File: config.mk
export PLATFORM = sky130hd
export DESIGN_NAME = add_fp16_arbiter_flat
export DESIGN_NICKNAME = d
export VERILOG_FILES = /design/src/rtl/add_fp16_arbiter_if.sv /design/src/rtl/add_fp16_arbiter.sv /design/src/flat_wrapper.sv
export SDC_FILE = /design/constraint.sdc
export NUM_CORES = 1
export LEC_CHECK = 0
export ABC_AREA = 1
export CAP_MARGIN = 20
export CORE_MARGIN = 3
export CORE_UTILIZATION = 40
export DETAILED_ROUTE_END_ITERATION = 16
export PLACE_DENSITY = 0.79
export SYNTH_ARGS = -nofsm -noshare
export SYNTH_HDL_FRONTEND = slang
export SYNTH_SLANG_ARGS = --single-unit
export TNS_END_PERCENT = 5
File: constraint.sdc
create_clock -name clk -period 10.5 [get_ports clk]
set_input_delay 2.1 -clock clk [delete_from_list [all_inputs] [get_ports clk]]
set_output_delay 2.1 -clock clk [all_outputs]
set_load 0.01 [all_outputs]
File: src/rtl/add_fp16_arbiter_if.sv
// rtl/add_fp16_arbiter_if.sv - requester, adder and status signals of the shared FP16 adder arbiter
interface add_fp16_arbiter_if #(
  parameter int NREQ = 4
);
  logic               hold;
  logic [NREQ-1:0]    req_valid;
  logic [NREQ-1:0]    req_ready;
  logic [NREQ*16-1:0] req_a;
  logic [NREQ*16-1:0] req_b;
  logic [NREQ-1:0]    resp_valid;
  logic [15:0]        resp_data;
  logic               add_start;
  logic [15:0]        add_fp1;
  logic [15:0]        add_fp2;
  logic [15:0]        add_out;
  logic               busy;

  // arbiter side
  modport slave (
    input  hold, req_valid, req_a, req_b, add_out,
    output req_ready, resp_valid, resp_data, add_start, add_fp1, add_fp2, busy
  );

  // requesters plus adder side
  modport master (
    output hold, req_valid, req_a, req_b, add_out,
    input  req_ready, resp_valid, resp_data, add_start, add_fp1, add_fp2, busy
  );
endinterface

File: src/rtl/add_fp16_arbiter.sv
// rtl/add_fp16_arbiter.sv - round-robin front end sharing one add_fp16 among NREQ requesters
module add_fp16_arbiter #(
  parameter int NREQ    = 4,
  parameter int ADD_LAT = 2
) (
  input  logic              clk,
  input  logic              nRST,
  add_fp16_arbiter_if.slave bus
);
  localparam int IDW = (NREQ > 1) ? $clog2(NREQ) : 1;
  // one op can sit in each cycle from handshake to response pulse, so leave headroom
  localparam int CW  = $clog2(ADD_LAT + 3);

  logic [IDW-1:0] rr_ptr;
  logic [IDW-1:0] issue_id;
  logic           tag_v  [ADD_LAT];
  logic [IDW-1:0] tag_id [ADD_LAT];
  logic [CW-1:0]  inflight;
  logic [CW-1:0]  inflight_nxt;

  logic [IDW:0]    cand;
  logic [IDW-1:0]  grant_id;
  logic [IDW-1:0]  next_ptr;
  logic            grant_found;
  logic [NREQ-1:0] ready;
  logic            fire;
  logic            resp_any;

  // priority search starting at rr_ptr, wrapping modulo NREQ
  always_comb begin
    grant_found = 1'b0;
    grant_id    = '0;
    cand        = '0;
    for (int k = 0; k < NREQ; k++) begin
      cand = {1'b0, rr_ptr} + (IDW+1)'(k);
      if (cand >= (IDW+1)'(NREQ)) begin
        cand = cand - (IDW+1)'(NREQ);
      end
      if (!grant_found && bus.req_valid[cand[IDW-1:0]]) begin
        grant_found = 1'b1;
        grant_id    = cand[IDW-1:0];
      end
    end
    ready = '0;
    if (NREQ == 1) begin
      ready[0] = ~bus.hold;
    end else if (!bus.hold && grant_found) begin
      ready[grant_id] = 1'b1;
    end
  end

  assign bus.req_ready = ready;
  assign fire          = |(bus.req_valid & ready);
  assign resp_any      = |bus.resp_valid;
  assign next_ptr      = (grant_id == IDW'(NREQ - 1)) ? '0 : grant_id + IDW'(1);
  assign inflight_nxt  = inflight + CW'(fire) - CW'(resp_any);

  // issue register, tag pipe, response capture and occupancy tracking
  always_ff @(posedge clk or negedge nRST) begin
    if (!nRST) begin
      bus.add_start  <= 1'b0;
      bus.add_fp1    <= '0;
      bus.add_fp2    <= '0;
      bus.resp_valid <= '0;
      bus.resp_data  <= '0;
      bus.busy       <= 1'b0;
      rr_ptr         <= '0;
      issue_id       <= '0;
      inflight       <= '0;
      for (int k = 0; k < ADD_LAT; k++) begin
        tag_v[k]  <= 1'b0;
        tag_id[k] <= '0;
      end
    end else begin
      bus.add_start <= fire;
      if (fire) begin
        bus.add_fp1 <= bus.req_a[16*grant_id +: 16];
        bus.add_fp2 <= bus.req_b[16*grant_id +: 16];
        issue_id    <= grant_id;
        if (NREQ > 1) begin
          rr_ptr <= next_ptr;
        end
      end
      // the issue register is the entry stage, so the head lines up with add_out
      tag_v[0]  <= bus.add_start;
      tag_id[0] <= issue_id;
      for (int k = 1; k < ADD_LAT; k++) begin
        tag_v[k]  <= tag_v[k-1];
        tag_id[k] <= tag_id[k-1];
      end
      bus.resp_valid <= '0;
      if (tag_v[ADD_LAT-1]) begin
        bus.resp_valid <= NREQ'(1) << tag_id[ADD_LAT-1];
        bus.resp_data  <= bus.add_out;
      end
      inflight <= inflight_nxt;
      bus.busy <= (inflight_nxt != '0);
    end
  end
endmodule
File: src/flat_wrapper.sv
// flat-port wrapper written by rule: the top's interface ports become plain ports
module add_fp16_arbiter_flat 
#(
  parameter int NREQ    = 4,
  parameter int ADD_LAT = 2
)
  (clk, nRST, bus_hold, bus_req_valid, bus_req_a, bus_req_b, bus_add_out, bus_req_ready, bus_resp_valid, bus_resp_data, bus_add_start, bus_add_fp1, bus_add_fp2, bus_busy);
  add_fp16_arbiter_if #(.NREQ(NREQ)) bus_i ();
  input  logic clk;
  input  logic nRST;
  input wire logic [$bits(bus_i.hold)-1:0] bus_hold;
  input wire logic [$bits(bus_i.req_valid)-1:0] bus_req_valid;
  input wire logic [$bits(bus_i.req_a)-1:0] bus_req_a;
  input wire logic [$bits(bus_i.req_b)-1:0] bus_req_b;
  input wire logic [$bits(bus_i.add_out)-1:0] bus_add_out;
  output wire logic [$bits(bus_i.req_ready)-1:0] bus_req_ready;
  output wire logic [$bits(bus_i.resp_valid)-1:0] bus_resp_valid;
  output wire logic [$bits(bus_i.resp_data)-1:0] bus_resp_data;
  output wire logic [$bits(bus_i.add_start)-1:0] bus_add_start;
  output wire logic [$bits(bus_i.add_fp1)-1:0] bus_add_fp1;
  output wire logic [$bits(bus_i.add_fp2)-1:0] bus_add_fp2;
  output wire logic [$bits(bus_i.busy)-1:0] bus_busy;
  assign bus_i.hold = bus_hold;
  assign bus_i.req_valid = bus_req_valid;
  assign bus_i.req_a = bus_req_a;
  assign bus_i.req_b = bus_req_b;
  assign bus_i.add_out = bus_add_out;
  assign bus_req_ready = bus_i.req_ready;
  assign bus_resp_valid = bus_i.resp_valid;
  assign bus_resp_data = bus_i.resp_data;
  assign bus_add_start = bus_i.add_start;
  assign bus_add_fp1 = bus_i.add_fp1;
  assign bus_add_fp2 = bus_i.add_fp2;
  assign bus_busy = bus_i.busy;
  add_fp16_arbiter #(.NREQ(NREQ), .ADD_LAT(ADD_LAT)) u_core (.clk(clk), .nRST(nRST), .bus(bus_i));
endmodule
Word-level counts from Yosys, hierarchy flattened. Cells that the tools add are included. Widths: inputs -> output; s select.

Add/subtract/negate cells: 10. $mul: 0. Divide/modulo/power cells: 0. Magnitude comparators: 10. Equality and inequality tests: 1. Shift operators: 3. Muxes and demuxes: 25. Bitwise gates (word level): 1. Reduce and logical (&&, ||, !) cells: 12.

Operator list (number): $shiftx 64x7->16 (2); $mux 2 (9); $lt 2x3->1 const B (5); $ge 3x3->1 const B (3); $mux 1 (9); $bmux 1 s2 (4); $mux 4 (2); $reduce_or 4->1 (2); $sub 2x1->2 const B (4); $add 2x2->3 const B (2); $logic_and 1x1->1 (5); $and 4x4->4 (1); $logic_not 1->1 (4); $shl 1x2->4 const A (1); $add 2x1->3 const B (1); $add 3x1->3 (1); $ge 2x3->1 const B (1); $reduce_bool 3->1 (1); $sub 3x1->3 (1); $add 2x1->2 const B (1); $demux 1 s2 (1); $eq 2x2->1 const B (1); $ge 2x1->1 const B (1).

Flip-flop bits (word level): 67. Latch bits: 0. Memory bits (writable): 0. Memory bits (read-only): 0. Input port bits: 151. Output and inout bits: 58. Word-level logic and storage cells: 75. Memories: 0.

Longest topological paths before layout. Gate-level depths: netlist of the first run.

Word-level depth: 24. Depth in mapped cells: 23. Depth with buffers taken out: 20.

Worst setup path before layout of the first run. OpenSTA, ideal clock, no wires.

Kind: input -> output. From: input port bus_req_valid[1]. To: output port bus_req_ready[3]. Arrival time: 3.467 ns. Required time: 8.400 ns. Slack: 4.933 ns. Cell stages on the path: 14. Buffers on the path: 2. Cells stage by stage: inv_1 -> nand2_1 -> nand3_1 -> nand2_1 -> nor2_2 -> nand3_1 -> nand2_1 -> nand2_2 -> buf_6 -> buf_6 -> inv_1 -> ha_1 -> inv_1 -> nor2_1.

Cells in the longest elaborated chain, start to end: 17. Elaborated cells between the ends (all ways): 29. Classes of those cells: 2 x order compare; 19 x mux; 8 x reduce/logical.

Ends and longest elaborated chain: from (decl) (line flat_wrapper.sv:12) `input wire logic [$bits(bus_i.req_valid)-1:0] bus_req_valid;`; $bmux 1 s2 (line add_fp16_arbiter.sv:39) `if (!grant_found && bus.req_valid[cand[IDW-1:0]]) begin`; $mux 1 (not written as such) (line add_fp16_arbiter.sv:39); $mux 1 (line add_fp16_arbiter.sv:39); $logic_not 1->1 (line add_fp16_arbiter.sv:39); $logic_and 1x1->1 (line add_fp16_arbiter.sv:39); $mux 1 (line add_fp16_arbiter.sv:39); $logic_not 1->1 (line add_fp16_arbiter.sv:39); $logic_and 1x1->1 (line add_fp16_arbiter.sv:39); $mux 1 (line add_fp16_arbiter.sv:39); $logic_not 1->1 (line add_fp16_arbiter.sv:39); $logic_and 1x1->1 (line add_fp16_arbiter.sv:39); $mux 2 (line add_fp16_arbiter.sv:39); $lt 2x3->1 (not written as such) / $ge 2x1->1 (equally long branches) (line add_fp16_arbiter.sv:48) `ready[grant_id] = 1'b1;`; $logic_and 1x1->1 (not written as such) (line add_fp16_arbiter.sv:48); $mux 1 (not written as such) (line add_fp16_arbiter.sv:48); $demux 1 s2; $mux 4 * (line add_fp16_arbiter.sv:47) `end else if (!bus.hold && grant_found) begin`; to (decl) (line flat_wrapper.sv:16) `output wire logic [$bits(bus_i.req_ready)-1:0] bus_req_ready;`.

Mark *: on every way between the ends. The rest lies on a longest branch, timed or not. The select of a mux whose other input is x is not followed.

Worst setup path after layout of the first run. Ends and elaborated chain as after synthesis.

==> results of run 1 <==
-- registers in the layout (all words and copies together) (netlist names) --
| register | flops |
|---|---|
| u_core.bus.add_fp1 | 16 |
| u_core.bus.add_fp2 | 16 |
| u_core.bus.resp_data | 16 |
| u_core.bus.resp_valid | 4 |
| u_core.tag_id | 4 |
| u_core.inflight | 3 |
| u_core.issue_id | 2 |
| u_core.rr_ptr | 2 |
| u_core.tag_v | 2 |
| u_core.bus.add_start | 1 |
| u_core.bus.busy | 1 |
-- path summary, 6_finish.rpt --
path / startpoint / to / slack (ns) / cells after the start
setup / recovery: bus_req_valid[1] / bus_req_ready[3] / 3.49 / 12
hold / removal: u_core.tag_id[2] / u_core.tag_id[0] / 0.36 / 0
setup reg to reg: u_core.rr_ptr[0] / u_core.bus.busy / 5.56 / 17
hold reg to reg: u_core.tag_id[2] / u_core.tag_id[0] / 0.36 / 0
max in group asynchronous: nRST / u_core.bus.add_fp1[6] / 8.09 / 1
min in group asynchronous: nRST / u_core.tag_id[2] / 1.85 / 1
-- area by class of cell --
type / count / area (sq um) / area share
inverter: 88 / 330 / 0.0495
multi-input combinational: 494 / 2170 / 0.326
timing repair buffer: 211 / 2110 / 0.317
clock inverter: 6 / 65.1 / 0.00976
tap: 136 / 170 / 0.0255
clock buffer: 10 / 138 / 0.0206
sequential: 67 / 1680 / 0.251
-- placed cells by master, fill, tap and decap left out, drive strengths merged --
cell type and instances:
clkinvlp 1, nand2 325, clkdlybuf4s50 207, nor3 4
o21ai 1, nor2 9, nand4 1, dfrtp 67
clkinv 4, inv 88, or4 1, or3 1
nand3 142, fa 1, a21oi 1, buf 4
xor2 1, bufinv 1, o211ai 1, o21a 1
clkbuf 10, xnor2 1, ha 3, a31oi 1
-- through the flow --
| stage | power, uW | area, sq um |
|---|---|---|
| floorplan | 1540 | 4410 |
| global placement | 1950 | 6440 |
| detailed placement | 2000 | 6440 |
| CTS | 2220 | 6650 |
| global route | 2450 | 6670 |
| finish | 2210 | 6670 |
-- power groups by stage --
stage          combinational (uW)  clock [uW]  sequential [uW]
3_5_place_dp                 1520           0              478
2_1_floorplan                1040           0              497
4_1_cts                      1520         223              474
6_report                     1520         216              475
3_3_place_gp                 1470           0              474
5_1_grt                      1720         238              489
-- cell families after synthesis --
| family | count (synthesis) |
|---|---|
| and+or+nand+nor | 483 |
| AOI/OAI and AO/OA | 5 |
| xor gates and xnor gates | 2 |
| buffers and inverters | 129 |
| adders and majority gates | 4 |
| DFF | 67 |
-- worst reg2reg max path, stage by stage, from the launching register on --
cell	delay, ns
dfrtp_1	0.61
inv_2	0.17
nand2_1	0.15
nand3_1	0.11
nand2_1	0.17
nor2_2	0.08
nand3_1	0.10
nand3_2	0.58
ha_1	0.49
inv_1	0.07
nor2_1	0.05
nand2_1	0.11
nand3_2	0.59
ha_1	0.53
fa_1	0.39
xnor2_1	0.14
xor2_1	0.16
or3_1	0.33
-- metal layers --
| layer | GRT usage | wire length, um | vias to the layer above |
|---|---|---|---|
| met3 | 0.0448 | 965 | 27 |
| met2 | 0.376 | 6710 | 205 |
| met1 | 0.296 | 6140 | 2225 |
| met4 | 0.0746 | 286 | 0 |
| met5 | 0 | 0 | - |
| li1 | - | - | 2477 |
==> results.sh, run 1 <==
export IMPL_gr_usage_all_layers=0.226
export IMPL_synth_mux_area_frac=0
export IMPL_hold_viol_final=0
export IMPL_finalSetupViolCount=0
export IMPL_grt_ovfl_total=0
export IMPL_cp_slowest_cell="nand3_2"
export IMPL_p_clk_frac=0.098
export IMPL_finalNonFillerCells=1012
export IMPL_synth_most_common_cell="nand2_1"
export IMPL_ioPinCount=209
export IMPL_hold_slack_ns=0.356
export IMPL_syn_avg_cell_area_sq_um=6.40
export IMPL_clk_path_buf_depth=2
export IMPL_critPathCaptureType="primary output"
export IMPL_synth_edf_count=0
export IMPL_ys_async_sr_fraction=1.00
export IMPL_vias=4934
export IMPL_crit_path_max_fanout=35
export IMPL_synth_area_leaders="dfrtp_1 (38%), nand2_1 (27%), nand3_1 (16%)"
export IMPL_max_stage_delay_ns=0.58
export IMPL_grt_first_pass_wirelength_um=23200
export IMPL_coreArea_sq_um=10500
export IMPL_outcome="completed"
export IMPL_crit_family="simple AND/OR/NAND/NOR gates"
export IMPL_ys_types=28
export IMPL_finalCritPeriodShare=0.668
export IMPL_p_leak_uw=0.00360
export IMPL_firstDrtPassIters=5
export IMPL_hp_class="register to register"
export IMPL_fillers=966
export IMPL_syn_nets=845
export IMPL_synth_xor_area_share=0.00397
export IMPL_critPathArrivalTime_ns=4.91
export IMPL_combPwrFrac=0.688
export IMPL_ctsHoldBuffers=0
export IMPL_worst_slack_ns=3.49
export IMPL_placed_cells=995
export IMPL_drc_errors=0
export IMPL_cts_tree="done"
export IMPL_clk_pin_slew_ns=0.08
export IMPL_synth_common_cells="nand2_1 (322), nand3_1 (138), inv_1 (85), dfrtp_1 (67), buf_2 (20)"
export IMPL_drtIter0Drc=355
export IMPL_ys_flop_type="dfrtp_1"
export IMPL_viasPerCell=4.88
export IMPL_power_density_nw_per_um2=332
export IMPL_slew_headroom=0.323
export IMPL_cts_resized=0
export IMPL_swShare=0.507
export IMPL_synth_simple_area_share=0.463
export IMPL_post_cts_buffers=0
export IMPL_synth_warnings=0
export IMPL_post_place_ws_ns=3.23
export IMPL_antenna_left=0
export IMPL_clk_insertion_delay_late_ns=0.34
export IMPL_areaGrowthSynthToFinish_pct=51.0
export IMPL_cp_required_ns=8.40
export IMPL_gp_congestion=0.855
export IMPL_p_switching_uw=1120
export IMPL_layout_min_cycle_time_ns=7.01
export IMPL_fp_dieW_um=111
export IMPL_cp_start_kind="input pin"
export IMPL_synth_seq_cells=67
export IMPL_n_antenna_cell=0
export IMPL_vdd_ir_drop_max_mv=0.233
export IMPL_io_buffers=208
export IMPL_die_h_um=111
export IMPL_routedWlPerCell_um=13.9
export IMPL_htreeDepth=3
export IMPL_synth_top_area_cell="dfrtp_1"
export IMPL_antenna_found_initial=0
export IMPL_slew_viol_final=0
export IMPL_fin_nets=1026
export IMPL_pwr_share_seq=0.215
export IMPL_cts_made_buffers=9
export IMPL_synth_compound_area_share=0.0111
export IMPL_worst_pin_slew_ns=1.01
export IMPL_dieArea_sq_um=12300
export IMPL_grt_pass1_vias=4827
export IMPL_rows=37
export IMPL_synth_top_family_by_area="simple AND/OR/NAND/NOR gates"
export IMPL_synthCells=690
export IMPL_place_detailed_hpwl_um=10500
export IMPL_crit_buf_inv=4
export IMPL_grt_start_max_net_pins=69
export IMPL_synth_fa_ha_area_frac=0.0130
export IMPL_rsz0062_at_grt="false"
export IMPL_syn_area_sq_um=4410
export IMPL_synth_seq_area_share=0.380
export IMPL_fmax_mhz=143
export IMPL_initial_core_util=0.420
export IMPL_postLayoutCoreUtil=0.634
export IMPL_clkSinkCount=67
export IMPL_drt_wl_total_um=14100
export IMPL_synth_top_area_share=0.380
export IMPL_cts_root_buf="clkbuf_8"
export IMPL_path_cells="clkdlybuf4s50_1 > inv_1 > nand2_1 > nand3_1 > nand2_1 > nor2_2 > nand3_1 > nand3_2 > ha_1 > inv_1 > nor2_1 > clkdlybuf4s50_1"
export IMPL_setup_tns_ns=0
export IMPL_drv_cap=0
export IMPL_cell_internal_pwr_uw=1090
export IMPL_skew_ns=0.00903
export IMPL_drive_gt1_frac=0.0422
export IMPL_critPathKind="input pin to primary output"
Note: power is estimated with default switching activity, not from simulation.
==> inputs of run 2 (changes only) <==
--- a/config.mk
+++ b/config.mk
@@ -8,9 +8,9 @@
 export ABC_AREA = 1
 export CAP_MARGIN = 20
 export CORE_MARGIN = 3
-export CORE_UTILIZATION = 40
+export CORE_UTILIZATION = 38
 export DETAILED_ROUTE_END_ITERATION = 16
-export PLACE_DENSITY = 0.79
+export PLACE_DENSITY = 0.78
 export SYNTH_ARGS = -nofsm -noshare
 export SYNTH_HDL_FRONTEND = slang
 export SYNTH_SLANG_ARGS = --single-unit
==> constraint.sdc (replaced) <==
create_clock -name clk -period 5.7 [get_ports clk]
set_input_delay 1.14 -clock clk [delete_from_list [all_inputs] [get_ports clk]]
set_output_delay 1.14 -clock clk [all_outputs]
set_load 0.01 [all_outputs]
==> results.sh, run 2 (synthesis results as in run 1) <==
export IMPL_outcome="completed"
export IMPL_htreeDepth=3
export IMPL_grt_ovfl_total=0
export IMPL_drtIter0Drc=312
export IMPL_setup_tns_ns=0
export IMPL_cts_tree="done"
export IMPL_clk_pin_slew_ns=0.05
export IMPL_final_cell_mix="nand2_1 (320), clkdlybuf4s50_1 (207), nand3_1 (138)"
export IMPL_antenna_left=0
export IMPL_hold_viol_final=0
export IMPL_antenna_found_initial=1
export IMPL_cell_internal_pwr_uw=2200
export IMPL_crit_family="buffers and inverters"
export IMPL_crit_buf_inv=5
export IMPL_worst_slack_ns=0.909
export IMPL_fmax_mhz=209
export IMPL_clk_insertion_delay_late_ns=0.32
export IMPL_n_antenna_cell=0
export IMPL_slew_headroom=0.437
export IMPL_p_switching_uw=2060
export IMPL_clk_path_buf_depth=2
export IMPL_fillers=1091
export IMPL_rsz0062_at_grt="false"
export IMPL_cts_root_buf="clkbuf_16"
export IMPL_grt_pass1_vias=4366
export IMPL_cts_resized=0
export IMPL_power_density_nw_per_um2=626
export IMPL_fp_dieW_um=114
export IMPL_p_total_uw=4260
export IMPL_grt_start_max_net_pins=68
export IMPL_finalCritPeriodShare=0.841
export IMPL_vias=4831
export IMPL_grt_first_pass_wirelength_um=21800
export IMPL_cp_common_cell="inv_1"
export IMPL_p_leak_uw=0.00366
export IMPL_layout_commonest_cell="nand2_1"
export IMPL_post_cts_buffers=0
export IMPL_skew_ns=0.00553
export IMPL_die_h_um=114
export IMPL_rows=38
export IMPL_initial_core_util=0.398
export IMPL_hp_class="register to register"
export IMPL_fin_nets=1030
export IMPL_path_cells="clkdlybuf4s50_1 > inv_1 > nand2_1 > nand3_1 > nand2_1 > nor2_2 > nand3_1 > nand2_2 > nand2_2 > inv_1 > ha_1 > inv_1 > nor2_1 > clkdlybuf4s50_1"
export IMPL_critPathArrivalTime_ns=3.65
export IMPL_slew_viol_final=0
export IMPL_crit_path_max_fanout=27
export IMPL_layout_min_cycle_time_ns=4.79
export IMPL_clkSinkCount=67
export IMPL_ctsHoldBuffers=0
export IMPL_coreArea_sq_um=11100
export IMPL_finalSetupViolCount=0
export IMPL_viasPerCell=4.74
export IMPL_critPathCaptureType="primary output"
export IMPL_dieArea_sq_um=12900
export IMPL_firstDrtPassIters=5
export IMPL_post_place_ws_ns=0.917
export IMPL_ioPinCount=209
export IMPL_max_stage_delay_ns=0.56
export IMPL_postLayoutCoreUtil=0.614
export IMPL_drc_errors=0
export IMPL_drt_wl_total_um=13800
export IMPL_worst_pin_slew_ns=0.844
export IMPL_gr_usage_all_layers=0.207
export IMPL_pwr_share_seq=0.206
export IMPL_reg_top3="u_core.bus.add_fp1: 16 flops, u_core.bus.add_fp2: 16 flops, u_core.bus.resp_data: 16 flops"
export IMPL_place_detailed_hpwl_um=10200
export IMPL_hold_slack_ns=0.349
export IMPL_routedWlPerCell_um=13.6
export IMPL_p_clk_frac=0.137
export IMPL_combPwrFrac=0.658
export IMPL_cp_required_ns=4.56
export IMPL_vdd_ir_drop_max_mv=0.507
export IMPL_areaGrowthSynthToFinish_pct=54.1
export IMPL_io_buffers=208
export IMPL_drive_gt1_frac=0.0455
export IMPL_cp_slowest_cell="clkdlybuf4s50_1"
export IMPL_swShare=0.484
export IMPL_cp_start_kind="input pin"
export IMPL_cts_made_buffers=9
export IMPL_gp_congestion=0.846
export IMPL_drv_cap=0
export IMPL_critPathKind="input pin to primary output"
[run 2: changes by cell type in the layout (fill, tap and decap cells not counted)]
cell / change
buf_4: +5
clkinv_4: -2
buf_12: -1
clkbuf_16: +9
clkbuf_8: -9
bufinv_16: +1
[run 2: path summary, 6_finish.rpt]
path	from	end	depth (start not counted)	slack, ns
max	bus_req_valid[3]	bus_req_ready[3]	14	0.91
min	u_core.tag_id[3]	u_core.tag_id[1]	0	0.35
max reg2reg	u_core.rr_ptr[0]	u_core.bus.busy	19	1.87
min reg2reg	u_core.tag_id[3]	u_core.tag_id[1]	0	0.35
max in group asynchronous	nRST	u_core.bus.add_fp1[4]	1	4.21
min in group asynchronous	nRST	u_core.bus.busy	1	0.91
[run 2: worst reg2reg max path, cell delays in order, from the launching register on]
cell	delay, ns
dfrtp_1	0.62
inv_2	0.17
nand2_1	0.09
nand2_1	0.11
nand2_1	0.10
nand2_2	0.08
a21oi_1	0.18
nand2_2	0.08
nand2_2	0.41
inv_1	0.09
ha_1	0.19
inv_1	0.07
nor2_1	0.05
nand2_1	0.11
nand3_2	0.11
ha_1	0.25
fa_1	0.38
xnor2_1	0.14
xor2_1	0.15
or3_1	0.30
[run 2: cell type report]
cell class | count | area (sq um) | area share
Multi-Input combinational cell | 494 | 2170 | 0.319
Timing Repair Buffer | 215 | 2130 | 0.313
Sequential cell | 67 | 1680 | 0.246
Inverter | 88 | 330 | 0.0485
Clock buffer | 10 | 239 | 0.0351
Tap cell | 140 | 175 | 0.0257
Clock inverter | 5 | 77.6 | 0.0114
[run 2: layer usage]
layer,up-vias,track usage,routed length (um)
met2,180,0.342,6420
met3,16,0.0361,913
li1,2485,-,-
met4,2,0.0491,177
met1,2148,0.286,6300
met5,-,0,13
[run 2: power groups by stage]
stage          Combinational [uW]  Clock [uW]  Sequential, uW
2_1_floorplan                1910           0             916
3_3_place_gp                 2760           0             877
3_5_place_dp                 2800           0             885
4_1_cts                      2820         592             877
5_1_grt                      3160         615             910
6_report                     2800         583             875
[run 2: per-stage QoR]
step / cell area [sq um] / std cells
final: 6800 / 1019
after global routing: 6800 / 1019
after CTS: 6800 / 1019
after detailed placement: 6490 / 1004
after global placement: 6490 / 1004
after floorplan: 4410 / 690
==> inputs of run 3 (changes only) <==
--- a/config.mk
+++ b/config.mk
@@ -8,9 +8,9 @@
 export ABC_AREA = 1
 export CAP_MARGIN = 20
 export CORE_MARGIN = 3
-export CORE_UTILIZATION = 38
+export CORE_UTILIZATION = 40
 export DETAILED_ROUTE_END_ITERATION = 16
-export PLACE_DENSITY = 0.78
+export PLACE_DENSITY = 0.79
 export SYNTH_ARGS = -nofsm -noshare
 export SYNTH_HDL_FRONTEND = slang
 export SYNTH_SLANG_ARGS = --single-unit
==> constraint.sdc (replaced) <==
create_clock -name clk -period 4.6 [get_ports clk]
set_input_delay 0.92 -clock clk [delete_from_list [all_inputs] [get_ports clk]]
set_output_delay 0.92 -clock clk [all_outputs]
set_load 0.01 [all_outputs]
==> results.sh, run 3 (synthesis results as in run 1) <==
export IMPL_outcome="completed"
export IMPL_min_from="u_core.tag_id[3]"
export IMPL_cts_tree="done"
export IMPL_clk_insertion_delay_late_ns=0.33
export IMPL_hp_class="register to register"
export IMPL_clk_path_buf_depth=2
export IMPL_fp_dieW_um=111
export IMPL_ioPinCount=209
export IMPL_p_leak_uw=0.00361
export IMPL_startpoint="bus_req_valid[1]"
export IMPL_gp_congestion=0.988
export IMPL_finalSetupViolCount=0
export IMPL_worst_slack_ns=0.289
export IMPL_grt_pass1_vias=4886
export IMPL_final_cell_mix="nand2_1 (320), clkdlybuf4s50_1 (207), nand3_1 (138)"
export IMPL_initial_core_util=0.420
export IMPL_place_detailed_hpwl_um=10700
export IMPL_fmax_mhz=232
export IMPL_cts_made_buffers=9
export IMPL_r2r_worst_path_cells=19
export IMPL_crit_path_max_fanout=11
export IMPL_antenna_found_initial=0
export IMPL_gr_usage_all_layers=0.231
export IMPL_ctsHoldBuffers=0
export IMPL_finalNonFillerCells=1017
export IMPL_layout_commonest_cell="nand2_1"
export IMPL_dieArea_sq_um=12300
export IMPL_firstDrtPassIters=5
export IMPL_cp_required_ns=3.68
export IMPL_viasPerCell=4.99
export IMPL_critPathCaptureType="primary output"
export IMPL_drt_wl_total_um=14400
export IMPL_setup_tns_ns=0
export IMPL_cts_root_buf="clkbuf_8"
export IMPL_fin_nets=1031
export IMPL_grt_first_pass_wirelength_um=23600
export IMPL_placed_area_sq_um=6490
export IMPL_vdd_ir_drop_max_mv=0.626
export IMPL_post_cts_buffers=0
export IMPL_rows=37
export IMPL_holdPathStages=0
export IMPL_cts_resized=0
export IMPL_routedWlPerCell_um=14.2
export IMPL_skew_ns=0.00814
export IMPL_fin_area_sq_um=6690
export IMPL_die_h_um=111
export IMPL_grt_ovfl_total=0
export IMPL_drc_errors=0
export IMPL_layout_min_cycle_time_ns=4.31
export IMPL_finalCritPeriodShare=0.937
export IMPL_clkSinkCount=67
export IMPL_cp_start_kind="input pin"
export IMPL_grt_start_max_net_pins=68
export IMPL_postLayoutCoreUtil=0.637
export IMPL_critPathKind="input pin to primary output"
export IMPL_io_buffers=208
export IMPL_fillers=970
export IMPL_htreeDepth=3
export IMPL_antenna_left=0
export IMPL_power_density_nw_per_um2=765
export IMPL_slew_viol_final=0
export IMPL_coreArea_sq_um=10500
export IMPL_post_place_ws_ns=0.363
export IMPL_vias=5070
export IMPL_drtIter0Drc=307
export IMPL_rsz0062_at_grt="false"
export IMPL_slew_headroom=0.454
export IMPL_n_antenna_cell=0
export IMPL_hold_viol_final=0
export IMPL_drv_cap=0
export IMPL_placed_cells=1001
export IMPL_drive_gt1_frac=0.0477
export IMPL_reg_top3="u_core.bus.add_fp1: 16 flops, u_core.bus.add_fp2: 16 flops, u_core.bus.resp_data: 16 flops"
export IMPL_areaGrowthSynthToFinish_pct=51.6
export IMPL_regToRegStartpoint="u_core.rr_ptr[0]"
export IMPL_critPathArrivalTime_ns=3.39
export IMPL_worst_pin_slew_ns=0.819
export IMPL_clk_pin_slew_ns=0.08
## run 3: power breakdown
| group | internal, uW | total, uW | switching [uW] |
|---|---|---|---|
| logic | 1360 | 3560 | 2200 |
| registers | 889 | 1080 | 188 |
| clock network | 253 | 482 | 230 |
## run 3: critical path, stage by stage
cell and delay, ns:
clkdlybuf4s50_1 0.45, inv_1 0.09, nand2_1 0.10, nand3_1 0.17, nand2_1 0.14, nor2_2 0.18, nand3_1 0.13, nand2_2 0.10
nand2_2 0.14, inv_1 0.09, ha_1 0.13, inv_1 0.04, nor2_1 0.14, clkdlybuf4s50_1 0.56
## run 3: path summary, 6_finish.rpt
check	end	slack, ns
worst min register to register	u_core.tag_id[1]	0.36
min in group asynchronous	u_core.bus.busy	0.68
worst max register to register	u_core.bus.busy	0.90
worst max-delay path	bus_req_ready[3]	0.29
max in group asynchronous	u_core.bus.resp_data[10]	3.38
worst min-delay path	u_core.tag_id[1]	0.36
## run 3: per-stage QoR
stage	power (uW)	hold WS [ns]
2_1_floorplan	3500	0.331
3_3_place_gp	4520	0.333
3_5_place_dp	4630	0.337
4_1_cts	5140	0.359
5_1_grt	5630	0.371
6_report	5120	0.357
## run 3: layout make-up
cell class	count	area (sq um)	share of cell area
clock buffer	9	124	0.0185
multi-input combinational	494	2170	0.325
timing repair buffer	216	2140	0.320
sequential	67	1680	0.251
tap	136	170	0.0254
clock inverter	7	76.3	0.0114
inverter	88	330	0.0494
## run 3: layer usage
layer / GRT usage / share of wire / vias to the layer above
met2: 0.398 / 0.48 / 275
met1: 0.289 / 0.41 / 2274
met5: 0 / 0 / -
met3: 0.0459 / 0.085 / 32
met4: 0.0795 / 0.020 / 0
li1: - / - / 2489
